`src/rtl/calc_disp_pkg.sv`:
```
// Shared constants for the calculator display stage: FSM encoding, 7-seg glyphs, digit positions.
// Pure definitions; no latency or flow control.
package calc_disp_pkg;

    localparam logic [1:0] ST_IDLE = 2'd0;
    localparam logic [1:0] ST_CONV = 2'd1;
    localparam logic [1:0] ST_SHOW = 2'd2;

    localparam logic [6:0] SEG_0     = 7'h3F;
    localparam logic [6:0] SEG_1     = 7'h06;
    localparam logic [6:0] SEG_2     = 7'h5B;
    localparam logic [6:0] SEG_3     = 7'h4F;
    localparam logic [6:0] SEG_4     = 7'h66;
    localparam logic [6:0] SEG_5     = 7'h6D;
    localparam logic [6:0] SEG_6     = 7'h7D;
    localparam logic [6:0] SEG_7     = 7'h07;
    localparam logic [6:0] SEG_8     = 7'h7F;
    localparam logic [6:0] SEG_9     = 7'h6F;
    localparam logic [6:0] SEG_BLANK = 7'h00;
    localparam logic [6:0] SEG_MINUS = 7'h40;

    localparam int DIG_SIGN = 4;
    localparam int DIG_HUND = 2;
    localparam int DIG_TENS = 1;
    localparam int DIG_UNIT = 0;

    function automatic logic [6:0] bcd_glyph(input logic [3:0] d);
        logic [6:0] g;
        case (d)
            4'd0:    g = SEG_0;
            4'd1:    g = SEG_1;
            4'd2:    g = SEG_2;
            4'd3:    g = SEG_3;
            4'd4:    g = SEG_4;
            4'd5:    g = SEG_5;
            4'd6:    g = SEG_6;
            4'd7:    g = SEG_7;
            4'd8:    g = SEG_8;
            4'd9:    g = SEG_9;
            default: g = SEG_BLANK;
        endcase
        return g;
    endfunction

endpackage

```
`src/rtl/bin2bcd_seq.sv`:
```
// Sequential double-dabble: 8-bit binary to three BCD digits, one bit per cycle.
// Latency: 8 cycles after start; done and bcd are valid together in the 8th cycle; no backpressure.
module bin2bcd_seq (
    input  logic        clk,
    input  logic        rst,
    input  logic        start,
    input  logic [7:0]  bin,
    output logic [11:0] bcd,
    output logic        done
);

    logic [7:0]  bin_q, bin_d;
    logic [11:0] bcd_q, bcd_d;
    logic [2:0]  cnt_q, cnt_d;
    logic        run_q, run_d;
    logic [11:0] adj;
    logic [19:0] sh;

    always_comb begin
        adj = bcd_q;
        for (int i = 0; i < 3; i++) begin
            if (bcd_q[4*i +: 4] >= 4'd5) begin
                adj[4*i +: 4] = bcd_q[4*i +: 4] + 4'd3;
            end
        end
        sh = {adj, bin_q} << 1;

        bin_d = bin_q;
        bcd_d = bcd_q;
        cnt_d = cnt_q;
        run_d = run_q;
        if (start) begin
            bin_d = bin;
            bcd_d = '0;
            cnt_d = '0;
            run_d = 1'b1;
        end else if (run_q) begin
            bcd_d = sh[19:8];
            bin_d = sh[7:0];
            cnt_d = cnt_q + 3'd1;
            if (cnt_q == 3'd7) begin
                run_d = 1'b0;
            end
        end
    end

    // Result is exposed combinationally so the caller can commit on the final shift edge.
    assign bcd  = sh[19:8];
    assign done = run_q && (cnt_q == 3'd7);

    always_ff @(posedge clk or posedge rst) begin
        if (rst) begin
            bin_q <= '0;
            bcd_q <= '0;
            cnt_q <= '0;
            run_q <= 1'b0;
        end else begin
            bin_q <= bin_d;
            bcd_q <= bcd_d;
            cnt_q <= cnt_d;
            run_q <= run_d;
        end
    end

endmodule

```
`src/rtl/bcd_scan_display.sv`:
```
// Calculator result display: latch on load, BCD-convert, scan a 5-digit 7-seg. Optional LEADING_ZERO_BLANK_EN.
// Latency: digits commit 9 edges after load; load during conversion is dropped, no queuing.
module bcd_scan_display
    import calc_disp_pkg::*;
#(
    parameter int REFRESH_DIV = 50000,
    parameter bit SIGNED_IN   = 1'b1
) (
    input  logic       clk,
    input  logic       rst,
    input  logic       load,
    input  logic [7:0] data_in,
    output logic       busy,
    output logic       valid,
    output logic [6:0] seg_out,
    output logic [4:0] seg_sel
);

    localparam int CNT_W = (REFRESH_DIV > 1) ? $clog2(REFRESH_DIV) : 1;
    localparam logic [CNT_W-1:0] CNT_LAST = CNT_W'(REFRESH_DIV - 1);

    logic [1:0]       state_q, state_d;
    logic             sign_q, sign_d;
    logic             valid_q, valid_d;
    logic [11:0]      shadow_q, shadow_d;
    logic             shadow_sign_q, shadow_sign_d;
    logic [CNT_W-1:0] ref_cnt_q, ref_cnt_d;
    logic [4:0]       sel_q, sel_d;
    logic [6:0]       seg_q, seg_d;

    logic        neg_in;
    logic [7:0]  mag_in;
    logic        start;
    logic [11:0] conv_bcd;
    logic        conv_done;
    logic        hund_blank, tens_blank;
    logic        ref_tc;
    logic [4:0]  sel_nxt;
    logic [6:0]  glyph [5];

    assign neg_in = SIGNED_IN && data_in[7];
    assign mag_in = neg_in ? (~data_in + 8'd1) : data_in;
    assign start  = load && (state_q != ST_CONV);

    bin2bcd_seq u_bin2bcd (
        .clk   (clk),
        .rst   (rst),
        .start (start),
        .bin   (mag_in),
        .bcd   (conv_bcd),
        .done  (conv_done)
    );

    always_comb begin
        state_d       = state_q;
        sign_d        = sign_q;
        valid_d       = valid_q;
        shadow_d      = shadow_q;
        shadow_sign_d = shadow_sign_q;
        case (state_q)
            ST_IDLE, ST_SHOW: begin
                if (load) begin
                    sign_d  = neg_in;
                    state_d = ST_CONV;
                end
            end
            ST_CONV: begin
                if (conv_done) begin
                    shadow_d      = conv_bcd;
                    shadow_sign_d = sign_q;
                    valid_d       = 1'b1;
                    state_d       = ST_SHOW;
                end
            end
            default: state_d = ST_IDLE;
        endcase
    end

    always_comb begin
        hund_blank = 1'b0;
        tens_blank = 1'b0;
`ifdef LEADING_ZERO_BLANK_EN
        hund_blank = (shadow_q[11:8] == 4'd0);
        tens_blank = hund_blank && (shadow_q[7:4] == 4'd0);
`endif
        glyph[DIG_SIGN] = shadow_sign_q ? SEG_MINUS : SEG_BLANK;
        glyph[3]        = SEG_BLANK;
        glyph[DIG_HUND] = hund_blank ? SEG_BLANK : bcd_glyph(shadow_q[11:8]);
        glyph[DIG_TENS] = tens_blank ? SEG_BLANK : bcd_glyph(shadow_q[7:4]);
        glyph[DIG_UNIT] = bcd_glyph(shadow_q[3:0]);
        if (!valid_q) begin
            for (int i = 0; i < 5; i++) begin
                glyph[i] = SEG_BLANK;
            end
        end
    end

    // Select and glyph move on the same edge so they never disagree.
    always_comb begin
        ref_tc    = (ref_cnt_q == CNT_LAST);
        ref_cnt_d = ref_tc ? '0 : ref_cnt_q + CNT_W'(1);
        sel_nxt   = {sel_q[3:0], sel_q[4]};
        sel_d     = sel_q;
        seg_d     = seg_q;
        if (ref_tc) begin
            sel_d = sel_nxt;
            seg_d = SEG_BLANK;
            for (int i = 0; i < 5; i++) begin
                if (sel_nxt[i]) begin
                    seg_d = seg_d | glyph[i];
                end
            end
        end
    end

    always_ff @(posedge clk or posedge rst) begin
        if (rst) begin
            state_q       <= ST_IDLE;
            sign_q        <= 1'b0;
            valid_q       <= 1'b0;
            shadow_q      <= '0;
            shadow_sign_q <= 1'b0;
            ref_cnt_q     <= '0;
            sel_q         <= 5'b00001;
            seg_q         <= SEG_BLANK;
        end else begin
            state_q       <= state_d;
            sign_q        <= sign_d;
            valid_q       <= valid_d;
            shadow_q      <= shadow_d;
            shadow_sign_q <= shadow_sign_d;
            ref_cnt_q     <= ref_cnt_d;
            sel_q         <= sel_d;
            seg_q         <= seg_d;
        end
    end

    assign busy    = (state_q == ST_CONV);
    assign valid   = valid_q;
    assign seg_out = seg_q;
    assign seg_sel = sel_q;

endmodule
```
`config.mk`:
```
export PLATFORM = sky130hd
export DESIGN_NAME = bcd_scan_display
export DESIGN_NICKNAME = d
export VERILOG_FILES = /design/src/rtl/calc_disp_pkg.sv /design/src/rtl/bin2bcd_seq.sv /design/src/rtl/bcd_scan_display.sv
export SDC_FILE = /design/constraint.sdc
export NUM_CORES = 1
export LEC_CHECK = 0
export CAP_MARGIN = 10
export CORE_MARGIN = 2
export CORE_UTILIZATION = 51
export CTS_CLUSTER_SIZE = 30
export DETAILED_ROUTE_END_ITERATION = 16
export GPL_TIMING_DRIVEN = 0
export PLACE_DENSITY_LB_ADDON = 0.2
export SYNTH_ARGS = -nofsm -noshare
export SYNTH_HDL_FRONTEND = slang
export SYNTH_HIERARCHICAL = 1
export SYNTH_SLANG_ARGS = --single-unit
export TNS_END_PERCENT = 20
```
`constraint.sdc`:
```
create_clock -name clk -period 1.6 [get_ports clk]
set_input_delay 0.32 -clock clk [delete_from_list [all_inputs] [get_ports clk]]
set_output_delay 0.32 -clock clk [all_outputs]
set_load 0.05 [all_outputs]
```
==> run summary, run 1 <==
Synth top cells by count -> dfrtp_1 (68), nand2_1 (55), o21ai_0 (27), ha_1 (26), nor2_1 (24)
Final Hold Fails -> 0
failing checks -> setup timing
Routed WL per cell -> 15.3 µm
global-route wire length before repair -> 14400 µm
gr ovfl total -> 0
Hold Buf Count CTS -> 0
synth-to-layout area growth -> 23.6%
Post-Layout Cell Count -> 587
Slew HR -> 36.5%
Post-synth EDFFs -> 0
Post-synth top flop -> dfrtp_1
MaxCap Viol Count -> 0
Cells after Synth -> 422
routability cong. -> 0.845
initial DRC count -> 96
critical path launch point type -> register
synth top area cells -> dfrtp_1 (42%), ha_1 (8.0%), nand2_1 (5.1%)
Num CTS Buffers -> 9
sw power -> 3.16 mW
antenna violations before repair -> 0
RSZ-0062 raised after global routing -> true
top cell type's share of synthesized area -> 41.7%
minimum clock period -> 1.63 ns
cell taking the most area after synthesis -> dfrtp_1
Async SR Flop Fraction -> 100%
clk_lat worst skew -> 0.36 ns
DRT Wirelength -> 9010 µm
dpl cells -> 549
Setup crit end kind -> register
Finished Cell Area -> 5040 µm²
Mapped Nets -> 459
Worst-Margin Slew -> 0.951 ns
kind of critical path -> reg2reg
Die Ht -> 93.4 µm
Avg Synthesized Cell Area -> 9.66 µm²
Hold Path Class -> in2async
Via-to-Cell Ratio -> 5.52
Worst Path Max Fanout -> 4
clock share of power -> 16.1%
Core Rows -> 32
layout cells sized above 1 -> 25.4%
DR pass1 iterations -> 4
clock tree buffer depth -> 2
Clock Skew -> 0.0118 ns
P per Cell Area -> 1550 nW/µm²
Sequential Power Share -> 33.9%
synthesis warning total -> 6
total power -> 7.83 mW
status -> finished with violations
leakage -> 2.33 nW
maximum vdd drop -> 1.17 mV
CTS tree -> yes
Final period util -> 102%
Synth cell types -> 57
die area -> 8730 µm²
Gate power share -> 50.0%
clk sink count -> 69
Critical Path AT -> 1.87 ns
Synth Register Bits -> 69
core area -> 7730 µm²
Reg clk slew, reported paths -> 0.08 ns
hpwl dp -> 6060 µm
dpl ws -> -0.258 ns
vias in the first global route -> 3115
IO Count -> 25
Worst EP required -> 1.84 ns
layout net count -> 517
Detail Route Antenna Nets -> 0
Int Power -> 4.67 mW
Sw Share -> 40.4%
drt drc -> 0
Slew Viols, Final -> 0
max frequency -> 613 MHz
sequential element share of the synthesized area -> 42.4%
Setup TNS -> -0.0325 ns
PortBufs -> 24
synthesized area -> 4080 µm²
largest net degree at the start of global routing -> 37
Post-DP Area -> 4480 µm²
Diodes inserted -> 0
Root Driver -> clkbuf_8
GRT Overall Usage -> 21.0%
Vias -> 3241
most instantiated library cell after synthesis -> dfrtp_1
Final WS setup -> -0.0305 ns
final setup violating endpoints -> 2
chip width -> 93.4 µm
H-tree Lvls -> 3
Starting Density -> 52.8%
routing by layer:
layer	vias up	global-route usage, %	wire [µm]
li1	1588	-	-
met4	0	9.80	181
met2	68	35.0	4480
met1	1570	26.2	4030
met5	-	0	0
met3	15	4.19	322
critical path: stages (launching register included):
cell and delay (ns):
dfrtp_1 0.40, inv_1 0.11, ha_1 0.32, nand2b_1 0.15, a21oi_1 0.23, o22ai_1 0.12, o22a_1 0.18
path summary, 6_finish.rpt:
kind,from,to,slack (ns),cells past startpoint
worst max-delay path,shadow_q[8],seg_out[3],-0.03,6
worst min-delay path,rst,ref_cnt_q[8],0.23,2
worst max register to register,shadow_q[8],seg_out[3],-0.03,6
worst min register to register,seg_out[6],seg_out[6],0.48,2
max in group asynchronous,rst,u_bin2bcd/bcd_q[4],0.43,2
min in group clk,seg_out[6],seg_out[6],0.48,2
cell families after synthesis:
kind of cell | Yosys count | synth area share, %
AND/OR/NAND/NOR | 160 | 20.6
XOR/XNOR | 17 | 3.65
AO/OA/AOI/OAI | 77 | 12.2
multiplexers | 33 | 8.62
flip-flops | 69 | 42.4
adder cells (fa/ha/maj) | 26 | 7.98
buffers and inverters | 40 | 4.57
metrics by stage:
stage	hold slack, ns	utilization, %
2_1_floorplan	0.335	-
3_3_place_gp	0.453	57.7
3_5_place_dp	0.472	58.0
4_1_cts	0.232	61.4
5_1_grt	0.248	65.2
6_report	0.232	65.2
sequential cells by signal, summed over array words and instances (netlist names), 2 cells and up:
| register | flops |
|---|---|
| ref_cnt_q | 16 |
| seg_out | 7 |
| seg_sel | 5 |
| shadow_q | 12 |
| state_q | 2 |
| u_bin2bcd/bcd_q | 12 |
| u_bin2bcd/bin_q | 8 |
| u_bin2bcd/cnt_q | 3 |
power by group through the flow:
stage | sequential (mW) | combinational [mW] | clock, mW
after floorplan | 2.58 | 2.48 | 0
after global placement | 2.64 | 3.08 | 0
after detailed placement | 2.65 | 3.19 | 0
after CTS | 2.66 | 3.34 | 1.29
after global routing | 2.72 | 4.35 | 1.34
final | 2.66 | 3.92 | 1.26
cell usage in the layout, fill, tap and decap left out, types with 4 or more instances in the layout:
master,count
xnor2_1,12
dfrtp_1,61
ha_1,18
mux2_4,6
xor2_1,5
nand2b_1,10
nand4b_1,4
nand2_1,54
clkbuf_8,9
mux2i_1,15
clkdlybuf4s50_1,10
buf_4,26
a21oi_1,8
ha_2,5
dfrtp_2,7
nand3_1,8
clkbuf_1,4
buf_2,6
inv_2,6
and3_1,5
nor3_1,8
mux2_2,11
o21ai_0,27
o21ai_1,4
nor2_1,24
clkdlybuf4s15_1,5
nor2b_1,18
clkbuf_2,4
inv_1,13
repair_timing:
action	in CTS	in global routing
buffers inserted	0	21
endpoints found under the hold margin	0	0
endpoints found under the setup margin	33	40
pin swaps	3	9
gates resized for setup	56	45
gates cloned	0	1
cell type report:
cell class                      instances  area (µm²)
Multi-Input combinational cell        313        2360
Sequential cell                        69        1740
Fill cell                             628        2690
Tap cell                              102         128
Inverter                               21        85.1
Clock buffer                           10         128
Timing Repair Buffer                   47         429
Buffer                                 19         131
Clock inverter                          6        40.0
Power figures use the tool's default switching activity.
==> inputs of run 2 (changes only) <==
--- a/config.mk
+++ b/config.mk
@@ -8,6 +8,7 @@
 export CAP_MARGIN = 10
 export CORE_MARGIN = 2
 export CORE_UTILIZATION = 51
+export CTS_CLUSTER_DIAMETER = 150
 export CTS_CLUSTER_SIZE = 30
 export DETAILED_ROUTE_END_ITERATION = 16
 export GPL_TIMING_DRIVEN = 0
==> results of run 2 <==
The final DEF is identical to that of run 1; final timing and power are the same.
==> inputs of run 3 (changes only) <==
--- a/config.mk
+++ b/config.mk
@@ -5,10 +5,9 @@
 export SDC_FILE = /design/constraint.sdc
 export NUM_CORES = 1
 export LEC_CHECK = 0
-export CAP_MARGIN = 10
+export CAP_MARGIN = 20
 export CORE_MARGIN = 2
 export CORE_UTILIZATION = 51
-export CTS_CLUSTER_DIAMETER = 150
 export CTS_CLUSTER_SIZE = 30
 export DETAILED_ROUTE_END_ITERATION = 16
 export GPL_TIMING_DRIVEN = 0
==> run 3 against run 2 <==
Effect of this change:
- the flow still finishes with violations (setup timing)
- utilization up 0.36 points
- sequential power hardly changed
- clock skew shrank 0.0019 ns
- sequential cell count did not move
- non-clock buffer count increased by 1
- cell count is 0.17% higher
- critical path type unchanged
- largest cell class unchanged
- largest power group unchanged
==> run summary, run 3 (synthesis gave the netlist of run 1 again) <==
max reg flops -> 16
clock tree buffer depth -> 2
max frequency -> 610 MHz
Slew HR -> 67.1%
Hold Path Class -> in2async
Root Driver -> clkbuf_8
largest registers -> ref_cnt_q (16), shadow_q (12), u_bin2bcd/bcd_q (12)
Final Hold Fails -> 0
Critical Path AT -> 1.88 ns
Final period util -> 102%
MaxCap Viol Count -> 0
P per Cell Area -> 1550 nW/µm²
most common cell after layout, fill and taps aside -> dfrtp_1
Routed WL per cell -> 15.4 µm
drt drc -> 0
largest net degree at the start of global routing -> 37
Diodes inserted -> 0
total power -> 7.86 mW
die area -> 8730 µm²
dpl ws -> -0.258 ns
most frequent cells in the layout -> dfrtp_1 (61), nand2_1 (54), o21ai_0 (27), buf_4 (26), nor2_1 (24)
gr ovfl total -> 0
Die Ht -> 93.4 µm
DR pass1 iterations -> 4
Post-DP Area -> 4480 µm²
hpwl dp -> 6060 µm
H-tree Lvls -> 3
kind of critical path -> reg2reg
DRT Wirelength -> 9080 µm
PortBufs -> 24
Via-to-Cell Ratio -> 5.53
status -> finished with violations
antenna violations before repair -> 0
Starting Density -> 52.8%
Worst Path Max Fanout -> 4
routability cong. -> 0.845
WHS -> 0.233 ns
Worst EP required -> 1.84 ns
chip width -> 93.4 µm
Slew Viols, Final -> 0
final setup violating endpoints -> 2
global-route wire length before repair -> 14400 µm
R2R cell count -> 6
R2R Setup Slk -> -0.04 ns
GRT Overall Usage -> 21.0%
minimum clock period -> 1.64 ns
failing checks -> setup timing
Worst-Margin Slew -> 0.496 ns
worst reg2reg endpoint -> seg_out[3]
critical path launch point type -> register
Num CTS Buffers -> 9
IO Count -> 25
CTS tree -> yes
layout cells sized above 1 -> 25.5%
Final WS setup -> -0.0395 ns
vias in the first global route -> 3115
Detail Route Antenna Nets -> 0
Largest Register -> ref_cnt_q
Reg clk slew, reported paths -> 0.08 ns
RSZ-0062 raised after global routing -> true
Vias -> 3249
initial DRC count -> 102
Hold Buf Count CTS -> 0
reg2reg start -> shadow_q[8]
clk sink count -> 69
Clock Skew -> 0.00992 ns
maximum vdd drop -> 1.17 mV
clk_lat worst skew -> 0.36 ns
Finished Cell Area -> 5070 µm²
layout net count -> 518
Core Rows -> 32
core area -> 7730 µm²
dpl cells -> 549
synth-to-layout area growth -> 24.3%
leakage -> 2.34 nW
Setup crit end kind -> register
Post-Layout Cell Count -> 588
==> run 3: cell types whose count changed in the layout (fill, tap and decap cells not counted) <==
| cell | delta |
|---|---|
| buf_16 | +1 |
==> run 3: worst max-delay path: stages, from the launching register on <==
cell and delay, ns:
dfrtp_1 0.40, inv_1 0.11, ha_1 0.32, nand2b_1 0.15, a21oi_1 0.23, o22ai_1 0.13
o22a_1 0.19
==> run 3: worst max-delay path by stage <==
stage                                  start                 end  slack (ns)
after floorplan           u_bin2bcd/cnt_q[0]         shadow_q[0]      -0.007
after global placement                   rst          seg_out[2]       -0.70
after detailed placement                load  u_bin2bcd/bin_q[7]       -0.26
after CTS                        shadow_q[1]          seg_out[1]       -0.04
after global routing             shadow_q[1]          seg_out[0]       -0.07
final                            shadow_q[8]          seg_out[3]       -0.04
==> run 3: repair_timing <==
action	4_1_cts	5_1_grt
endpoints found under the setup margin	33	40
pin swaps	3	9
gates resized for setup	56	45
gates cloned	0	1
setup buffers	0	21
==> run 3: final cells by class <==
class | instances | area [µm²]
Clock buffer | 10 | 128
Clock inverter | 6 | 40.0
Timing Repair Buffer | 48 | 457
Buffer | 19 | 131
Multi-Input combinational cell | 313 | 2360
Tap cell | 102 | 128
Fill cell | 625 | 2660
Inverter | 21 | 85.1
Sequential cell | 69 | 1740
==> run 3: routing by layer <==
metal  track usage [%]  vias to the layer above  part of all wire [%]  wire (µm)
li1                  -                     1590                     -          -
met1              26.2                     1581                    45       4110
met2              35.0                       65                    50       4500
met3              4.19                       13                   3.2        291
met4              9.80                        0                   1.9        171
met5                 0                        -                     0          0
==> run 3: stage by stage <==
| stage | util (%) | setup TNS [ns] |
|---|---|---|
| 6_report | 65.6 | -0.0441 |
| 5_1_grt | 65.6 | -0.366 |
| 4_1_cts | 61.4 | -0.169 |
| 3_5_place_dp | 58.0 | -5.93 |
| 3_3_place_gp | 57.7 | -36.56 |
| 2_1_floorplan | - | -0.0532 |
==> run 3: power by group <==
part           internal, mW  switching (mW)
Sequential             2.22           0.434
Clock                 0.559           0.701
Combinational          1.90            2.04
